--- src/rtl/reg_spill_engine_if.sv ---
// Bus bundle between the context spill engine and its register file / data memory.
// The engine takes the slave view; the surrounding system (or a bench) takes the master view.
interface reg_spill_engine_if #(
    parameter int pw = 3,
    parameter int aw = 8
);
    logic          start_save;
    logic          start_restore;
    logic          busy;
    logic          done;

    logic [pw-1:0] rf_readAddr;
    logic [7:0]    rf_dataOut;
    logic          rf_scryOut;
    logic          rf_ngtvOut;
    logic          rf_zeroOut;

    logic          rf_writeEnable;
    logic [pw-1:0] rf_writeAddr;
    logic [7:0]    rf_dataIn;
    logic          rf_scryIn;
    logic          rf_ngtvIn;
    logic          rf_zeroIn;

    logic [aw-1:0] mem_addr;
    logic          mem_we;
    logic [7:0]    mem_wdata;
    logic [7:0]    mem_rdata;

    modport slave (
        input  start_save, start_restore,
        output busy, done,
        output rf_readAddr,
        input  rf_dataOut, rf_scryOut, rf_ngtvOut, rf_zeroOut,
        output rf_writeEnable, rf_writeAddr, rf_dataIn, rf_scryIn, rf_ngtvIn, rf_zeroIn,
        output mem_addr, mem_we, mem_wdata,
        input  mem_rdata
    );

    modport master (
        output start_save, start_restore,
        input  busy, done,
        input  rf_readAddr,
        output rf_dataOut, rf_scryOut, rf_ngtvOut, rf_zeroOut,
        input  rf_writeEnable, rf_writeAddr, rf_dataIn, rf_scryIn, rf_ngtvIn, rf_zeroIn,
        input  mem_addr, mem_we, mem_wdata,
        output mem_rdata
    );
endinterface

--- src/rtl/reg_spill_engine.sv ---
// Context save/restore engine: copies all registers plus the packed flag word to a
// fixed memory image and reloads them. Strobes decode from registered state and idx.
//
// state        | meaning
// -------------+--------------------------------------------------------------
// S_IDLE       | waiting for start_save / start_restore (save has priority)
// S_SAVE_REGS  | write register idx to BASE+idx, one per cycle
// S_SAVE_FLAGS | write {5'b0, scry, ngtv, zero} to BASE+2**pw
// S_REST_FLAGS | read flag word into fhold, clear idx
// S_REST_REGS  | reload register idx from BASE+idx, flags from fhold
// S_DONE       | one-cycle done pulse, back to idle
module reg_spill_engine #(
    parameter int            pw   = 3,
    parameter int            aw   = 8,
    parameter logic [aw-1:0] BASE = 8'hF0
) (
    input logic               clk,
    input logic               reset,
    reg_spill_engine_if.slave bus
);

    typedef enum logic [2:0] {
        S_IDLE,
        S_SAVE_REGS,
        S_SAVE_FLAGS,
        S_REST_FLAGS,
        S_REST_REGS,
        S_DONE
    } state_t;

    localparam logic [pw-1:0] IDX_LAST  = {pw{1'b1}};
    localparam logic [aw-1:0] FLAG_ADDR = BASE + aw'(2**pw);

    state_t        state_q, state_d;
    logic [pw-1:0] idx_q, idx_d;
    logic [2:0]    fhold_q, fhold_d;

    always_comb begin
        state_d = state_q;
        idx_d   = idx_q;
        fhold_d = fhold_q;
        case (state_q)
            S_IDLE: begin
                if (bus.start_save) begin
                    state_d = S_SAVE_REGS;
                    idx_d   = '0;
                end else if (bus.start_restore) begin
                    state_d = S_REST_FLAGS;
                end
            end
            S_SAVE_REGS: begin
                idx_d = idx_q + 1'b1;
                if (idx_q == IDX_LAST) state_d = S_SAVE_FLAGS;
            end
            S_SAVE_FLAGS: state_d = S_DONE;
            S_REST_FLAGS: begin
                fhold_d = bus.mem_rdata[2:0];
                idx_d   = '0;
                state_d = S_REST_REGS;
            end
            S_REST_REGS: begin
                idx_d = idx_q + 1'b1;
                if (idx_q == IDX_LAST) state_d = S_DONE;
            end
            S_DONE:  state_d = S_IDLE;
            default: state_d = S_IDLE;
        endcase
    end

    // Reset aborts in place; whatever image or registers were already written stay written.
    always_ff @(posedge clk or negedge reset) begin
        if (!reset) begin
            state_q <= S_IDLE;
            idx_q   <= '0;
            fhold_q <= '0;
        end else begin
            state_q <= state_d;
            idx_q   <= idx_d;
            fhold_q <= fhold_d;
        end
    end

    always_comb begin
        bus.busy           = (state_q != S_IDLE);
        bus.done           = (state_q == S_DONE);
        bus.rf_readAddr    = '0;
        bus.rf_writeEnable = 1'b0;
        bus.rf_writeAddr   = '0;
        bus.rf_dataIn      = '0;
        bus.rf_scryIn      = 1'b0;
        bus.rf_ngtvIn      = 1'b0;
        bus.rf_zeroIn      = 1'b0;
        bus.mem_addr       = '0;
        bus.mem_we         = 1'b0;
        bus.mem_wdata      = '0;
        case (state_q)
            S_SAVE_REGS: begin
                bus.rf_readAddr = idx_q;
                bus.mem_addr    = BASE + aw'(idx_q);
                bus.mem_wdata   = bus.rf_dataOut;
                bus.mem_we      = 1'b1;
            end
            S_SAVE_FLAGS: begin
                bus.mem_addr  = FLAG_ADDR;
                bus.mem_wdata = {5'b0, bus.rf_scryOut, bus.rf_ngtvOut, bus.rf_zeroOut};
                bus.mem_we    = 1'b1;
            end
            S_REST_FLAGS: begin
                bus.mem_addr = FLAG_ADDR;
            end
            S_REST_REGS: begin
                // Every register write re-asserts the saved flags.
                bus.mem_addr       = BASE + aw'(idx_q);
                bus.rf_writeAddr   = idx_q;
                bus.rf_dataIn      = bus.mem_rdata;
                bus.rf_writeEnable = 1'b1;
                bus.rf_scryIn      = fhold_q[2];
                bus.rf_ngtvIn      = fhold_q[1];
                bus.rf_zeroIn      = fhold_q[0];
            end
            default: ;
        endcase
    end

endmodule

--- src/flat_wrapper.sv ---
// flat-port wrapper written by rule: the top's interface ports become plain ports
module reg_spill_engine_flat 
#(
    parameter int            pw   = 3,
    parameter int            aw   = 8,
    parameter logic [aw-1:0] BASE = 8'hF0
)
  (clk, reset, bus_start_save, bus_start_restore, bus_busy, bus_done, bus_rf_readAddr, bus_rf_dataOut, bus_rf_scryOut, bus_rf_ngtvOut, bus_rf_zeroOut, bus_rf_writeEnable, bus_rf_writeAddr, bus_rf_dataIn, bus_rf_scryIn, bus_rf_ngtvIn, bus_rf_zeroIn, bus_mem_addr, bus_mem_we, bus_mem_wdata, bus_mem_rdata);
  reg_spill_engine_if #(.pw(pw), .aw(aw)) bus_i ();
  input logic clk;
  input logic reset;
  input wire logic [$bits(bus_i.start_save)-1:0] bus_start_save;
  input wire logic [$bits(bus_i.start_restore)-1:0] bus_start_restore;
  output wire logic [$bits(bus_i.busy)-1:0] bus_busy;
  output wire logic [$bits(bus_i.done)-1:0] bus_done;
  output wire logic [$bits(bus_i.rf_readAddr)-1:0] bus_rf_readAddr;
  input wire logic [$bits(bus_i.rf_dataOut)-1:0] bus_rf_dataOut;
  input wire logic [$bits(bus_i.rf_scryOut)-1:0] bus_rf_scryOut;
  input wire logic [$bits(bus_i.rf_ngtvOut)-1:0] bus_rf_ngtvOut;
  input wire logic [$bits(bus_i.rf_zeroOut)-1:0] bus_rf_zeroOut;
  output wire logic [$bits(bus_i.rf_writeEnable)-1:0] bus_rf_writeEnable;
  output wire logic [$bits(bus_i.rf_writeAddr)-1:0] bus_rf_writeAddr;
  output wire logic [$bits(bus_i.rf_dataIn)-1:0] bus_rf_dataIn;
  output wire logic [$bits(bus_i.rf_scryIn)-1:0] bus_rf_scryIn;
  output wire logic [$bits(bus_i.rf_ngtvIn)-1:0] bus_rf_ngtvIn;
  output wire logic [$bits(bus_i.rf_zeroIn)-1:0] bus_rf_zeroIn;
  output wire logic [$bits(bus_i.mem_addr)-1:0] bus_mem_addr;
  output wire logic [$bits(bus_i.mem_we)-1:0] bus_mem_we;
  output wire logic [$bits(bus_i.mem_wdata)-1:0] bus_mem_wdata;
  input wire logic [$bits(bus_i.mem_rdata)-1:0] bus_mem_rdata;
  assign bus_i.start_save = bus_start_save;
  assign bus_i.start_restore = bus_start_restore;
  assign bus_busy = bus_i.busy;
  assign bus_done = bus_i.done;
  assign bus_rf_readAddr = bus_i.rf_readAddr;
  assign bus_i.rf_dataOut = bus_rf_dataOut;
  assign bus_i.rf_scryOut = bus_rf_scryOut;
  assign bus_i.rf_ngtvOut = bus_rf_ngtvOut;
  assign bus_i.rf_zeroOut = bus_rf_zeroOut;
  assign bus_rf_writeEnable = bus_i.rf_writeEnable;
  assign bus_rf_writeAddr = bus_i.rf_writeAddr;
  assign bus_rf_dataIn = bus_i.rf_dataIn;
  assign bus_rf_scryIn = bus_i.rf_scryIn;
  assign bus_rf_ngtvIn = bus_i.rf_ngtvIn;
  assign bus_rf_zeroIn = bus_i.rf_zeroIn;
  assign bus_mem_addr = bus_i.mem_addr;
  assign bus_mem_we = bus_i.mem_we;
  assign bus_mem_wdata = bus_i.mem_wdata;
  assign bus_i.mem_rdata = bus_mem_rdata;
  reg_spill_engine #(.pw(pw), .aw(aw), .BASE(BASE)) u_core (.clk(clk), .reset(reset), .bus(bus_i));
endmodule
--- config.mk ---
export PLATFORM = sky130hd
export DESIGN_NAME = reg_spill_engine_flat
export DESIGN_NICKNAME = d
export VERILOG_FILES = /design/src/rtl/reg_spill_engine_if.sv /design/src/rtl/reg_spill_engine.sv /design/src/flat_wrapper.sv
export SDC_FILE = /design/constraint.sdc
export NUM_CORES = 1
export LEC_CHECK = 0
export ABC_CLOCK_PERIOD_IN_PS = 2140
export BUFFER_PORTS_ARGS = -buffer_cell sky130_fd_sc_hd__buf_2
export CAP_MARGIN = 20
export CELL_PAD_IN_SITES_DETAIL_PLACEMENT = 0
export CELL_PAD_IN_SITES_GLOBAL_PLACEMENT = 1
export CORE_MARGIN = 2
export CORE_UTILIZATION = 27
export CTS_BUF_LIST = sky130_fd_sc_hd__clkbuf_4
export DETAILED_ROUTE_END_ITERATION = 7
export GPL_TIMING_DRIVEN = 0
export PLACE_DENSITY_LB_ADDON = 0.1
export SYNTH_ARGS = -nofsm -noshare
export SYNTH_HDL_FRONTEND = slang
export SYNTH_SLANG_ARGS = --single-unit
--- constraint.sdc ---
create_clock -name clk -period 2.14 [get_ports clk]
set_clock_uncertainty 0.2 [all_clocks]
set_input_delay 0.107 -clock clk [delete_from_list [all_inputs] [get_ports clk]]
set_output_delay 0.107 -clock clk [all_outputs]
set_load 0.01 [all_outputs]
==> impl_metrics.env <==
export IMPL_rr_worst_depth=5
export IMPL_min_path_cells=4
export IMPL_worst_slew_pin_slew_ns=0.390
export IMPL_relSlewSlack_pct=74.0
export IMPL_synthesis_nets=127
export IMPL_arrival_ns=1.66
export IMPL_vias=973
export IMPL_io_pin_count=60
export IMPL_synth_largest_area_cell="dfrtp_1"
export IMPL_fin_crit_ns=1.97
export IMPL_cts_tree="yes"
export IMPL_power_frac_comb_pct=69.9
export IMPL_grt_use_total_pct=14.2
export IMPL_die_h_um=58.7
export IMPL_dr_max_layer_used="met3"
export IMPL_drt_wl_total_mm=2.56
export IMPL_peakVddDrop_mv=0.365
export IMPL_max_freq_mhz=508
export IMPL_final_cell_mix="buf_2 (62), nor2_1 (17), and3_1 (15)"
export IMPL_cts_root_buf="clkbuf_4"
export IMPL_hold_worst_slack_ns=0.00954
export IMPL_route_detailed_wl_per_inst_um=12.7
export IMPL_slew_viol_final=0
export IMPL_numPortBuffers=59
export IMPL_clock_latency_ns=0.26
export IMPL_power_leakage_nw=0.739
export IMPL_grt_overflow=0
export IMPL_grt_setup_unrepaired="no"
export IMPL_synth_ff_latch_count=9
export IMPL_drc=4
export IMPL_violations="DRC"
export IMPL_p_switching_uw=713
export IMPL_yosys_warnings=0
export IMPL_first_pass_iters=6
export IMPL_power_density_mw_per_mm2=1290
export IMPL_syn2layout_area_growth_pct=51.3
export IMPL_async_flop_share_pct=100
export IMPL_antenna_left=0
export IMPL_end_kind="output port"
export IMPL_grt_pass1_vias=824
export IMPL_num_rows=19
export IMPL_critPathRequiredTime_ns=1.83
export IMPL_place_gp_congestion=0.718
export IMPL_synth_area_leaders="dfrtp_1 (28%), and3_1 (12%), nor2_1 (7.9%)"
export IMPL_seq_area_frac_synth_pct=27.9
export IMPL_internal_power_uw=860
export IMPL_wl_met3_um=171
export IMPL_synth_top_area_share_pct=27.9
export IMPL_drive_gt1_share_pct=45.3
export IMPL_diodes=0
export IMPL_ys_types=29
export IMPL_grt_max_degree=11
export IMPL_final_hold_viol_count=0
export IMPL_status="finished, violations left"
export IMPL_die_area_mm2=0.00344
export IMPL_power_frac_seq_pct=20.6
export IMPL_antenna_found_initial=0
export IMPL_cap_violations=0
export IMPL_cp_max_fo=10
export IMPL_coreArea_mm2=0.00281
export IMPL_fin_tns_setup_ns=0
export IMPL_cts_sinks=9
export IMPL_viasPerCell=4.84
export IMPL_clockPowerShare_pct=9.5
export IMPL_placedInstanceArea_mm2=0.00114
export IMPL_cts_buffer_depth=2
export IMPL_initial_core_util_pct=28.8
export IMPL_fin_nets=196
export IMPL_synthFlopType="dfrtp_1"
export IMPL_synthCells=102
export IMPL_min_period_over_period_pct=91.9
export IMPL_start_kind="register"
export IMPL_syn_area_um2=807
export IMPL_fp_dieW_um=58.7
export IMPL_synth_edff_count=0
export IMPL_fin_area_mm2=0.00122
export IMPL_cts_resized=0
export IMPL_wl_met1_mm=1.17
export IMPL_cts_made_buffers=3
export IMPL_clkTransAtPathRegs_ns=0.07
export IMPL_critical_path_class="register to output port"
export IMPL_drtIter0Drc=28
export IMPL_dpl_hpwl_mm=1.94
export IMPL_grt_pass1_wl_mm=3.79
export IMPL_wl_met2_mm=1.22
export IMPL_p_sw_share_pct=45.3
export IMPL_setup_viol=0
export IMPL_hp_class="input pin to register"
export IMPL_avgSynthCellArea_um2=7.91
export IMPL_final_common_cell="buf_2"
export IMPL_htree_levels=1
==> timing repair <==
item,4_1_cts,5_1_grt
buffers inserted,0,0
hold buffers,5,0
hold endpoints to repair,13,0
==> synthesized netlist by cell type, types with 2 or more instances <==
cell type / instances
nand2b_1: 2
ha_1: 2
nor3_1: 3
nor2_1: 17
nor3b_1: 2
and2_1: 5
clkbuf_1: 4
a32oi_1: 2
dfrtp_1: 9
o21ai_0: 4
and3_1: 15
a22oi_1: 5
buf_2: 3
nand3_1: 3
nand2_1: 3
buf_4: 4
mux2_4: 3
nand3b_1: 3
nor2b_1: 3
==> sequential cells by signal (all words and copies together) (netlist names) <==
| register | cells |
|---|---|
| u_core.fhold_q | 3 |
| u_core.state_q | 3 |
| u_core.idx_q | 3 |
==> metrics by stage <==
| stage | total power, mW | worst slack, ns | util [%] | std cells |
|---|---|---|---|---|
| 2_1_floorplan | 1.06 | 0.526 | - | 102 |
| 3_3_place_gp | 1.41 | 0.458 | 40.7 | 192 |
| 3_5_place_dp | 1.43 | 0.444 | 40.7 | 192 |
| 4_1_cts | 1.59 | 0.154 | 43.5 | 201 |
| 5_1_grt | 1.72 | 0.0727 | 43.5 | 201 |
| 6_report | 1.57 | 0.172 | 43.5 | 201 |
==> per-layer routing <==
layer	GRT usage [%]	up-vias
met3	2.42	0
met4	1.95	0
met1	19.1	445
met5	0	-
li1	-	490
met2	24.4	38
==> power groups by stage <==
| stage | Clock (mW) | Sequential [mW] | Combinational, mW |
|---|---|---|---|
| 2_1_floorplan | 0 | 0.301 | 0.758 |
| 3_3_place_gp | 0 | 0.325 | 1.08 |
| 3_5_place_dp | 0 | 0.327 | 1.11 |
| 4_1_cts | 0.152 | 0.324 | 1.12 |
| 5_1_grt | 0.165 | 0.338 | 1.21 |
| 6_report | 0.150 | 0.323 | 1.10 |
==> final cells by class <==
type | count | area (µm²)
tap | 31 | 38.8
timing repair buffer | 64 | 345
clock buffer | 4 | 30.0
inverter | 1 | 3.75
buffer | 12 | 65.1
sequential | 9 | 225
fill | 304 | 1580
multi-input combinational | 80 | 513
==> logic make-up after synthesis <==
| family | share of synthesized area [%] |
|---|---|
| buffers and inverters | 8.53 |
| adder cells (fa/ha/maj) | 3.10 |
| AND/OR/NAND/NOR | 42.0 |
| multiplexers | 6.82 |
| flip-flops | 27.9 |
| AO/OA/AOI/OAI | 11.6 |
==> path summary, 6_finish.rpt <==
kind	slack, ns	start	endpoint
setup reg to reg	0.46	u_core.idx_q[0]$_DFFE_PN0P_	u_core.idx_q[2]$_DFFE_PN0P_
max in group asynchronous	1.53	reset	u_core.fhold_q[2]$_DFFE_PN0N_
setup / recovery	0.17	u_core.state_q[2]$_DFFE_PN0P_	bus_mem_addr[5]
hold reg to reg	0.30	u_core.fhold_q[1]$_DFFE_PN0N_	u_core.fhold_q[1]$_DFFE_PN0N_
min in group asynchronous	0.02	reset	u_core.state_q[2]$_DFFE_PN0P_
hold / removal	0.01	bus_start_save	u_core.idx_q[0]$_DFFE_PN0P_
==> worst max-delay path, cell delays in order (launching register included) <==
cell and delay, ns:
dfrtp_1 0.39, clkbuf_2 0.18, or3_1 0.39, and2_1 0.18, buf_4 0.13, buf_2 0.13
Power figures use the tool's default switching activity.
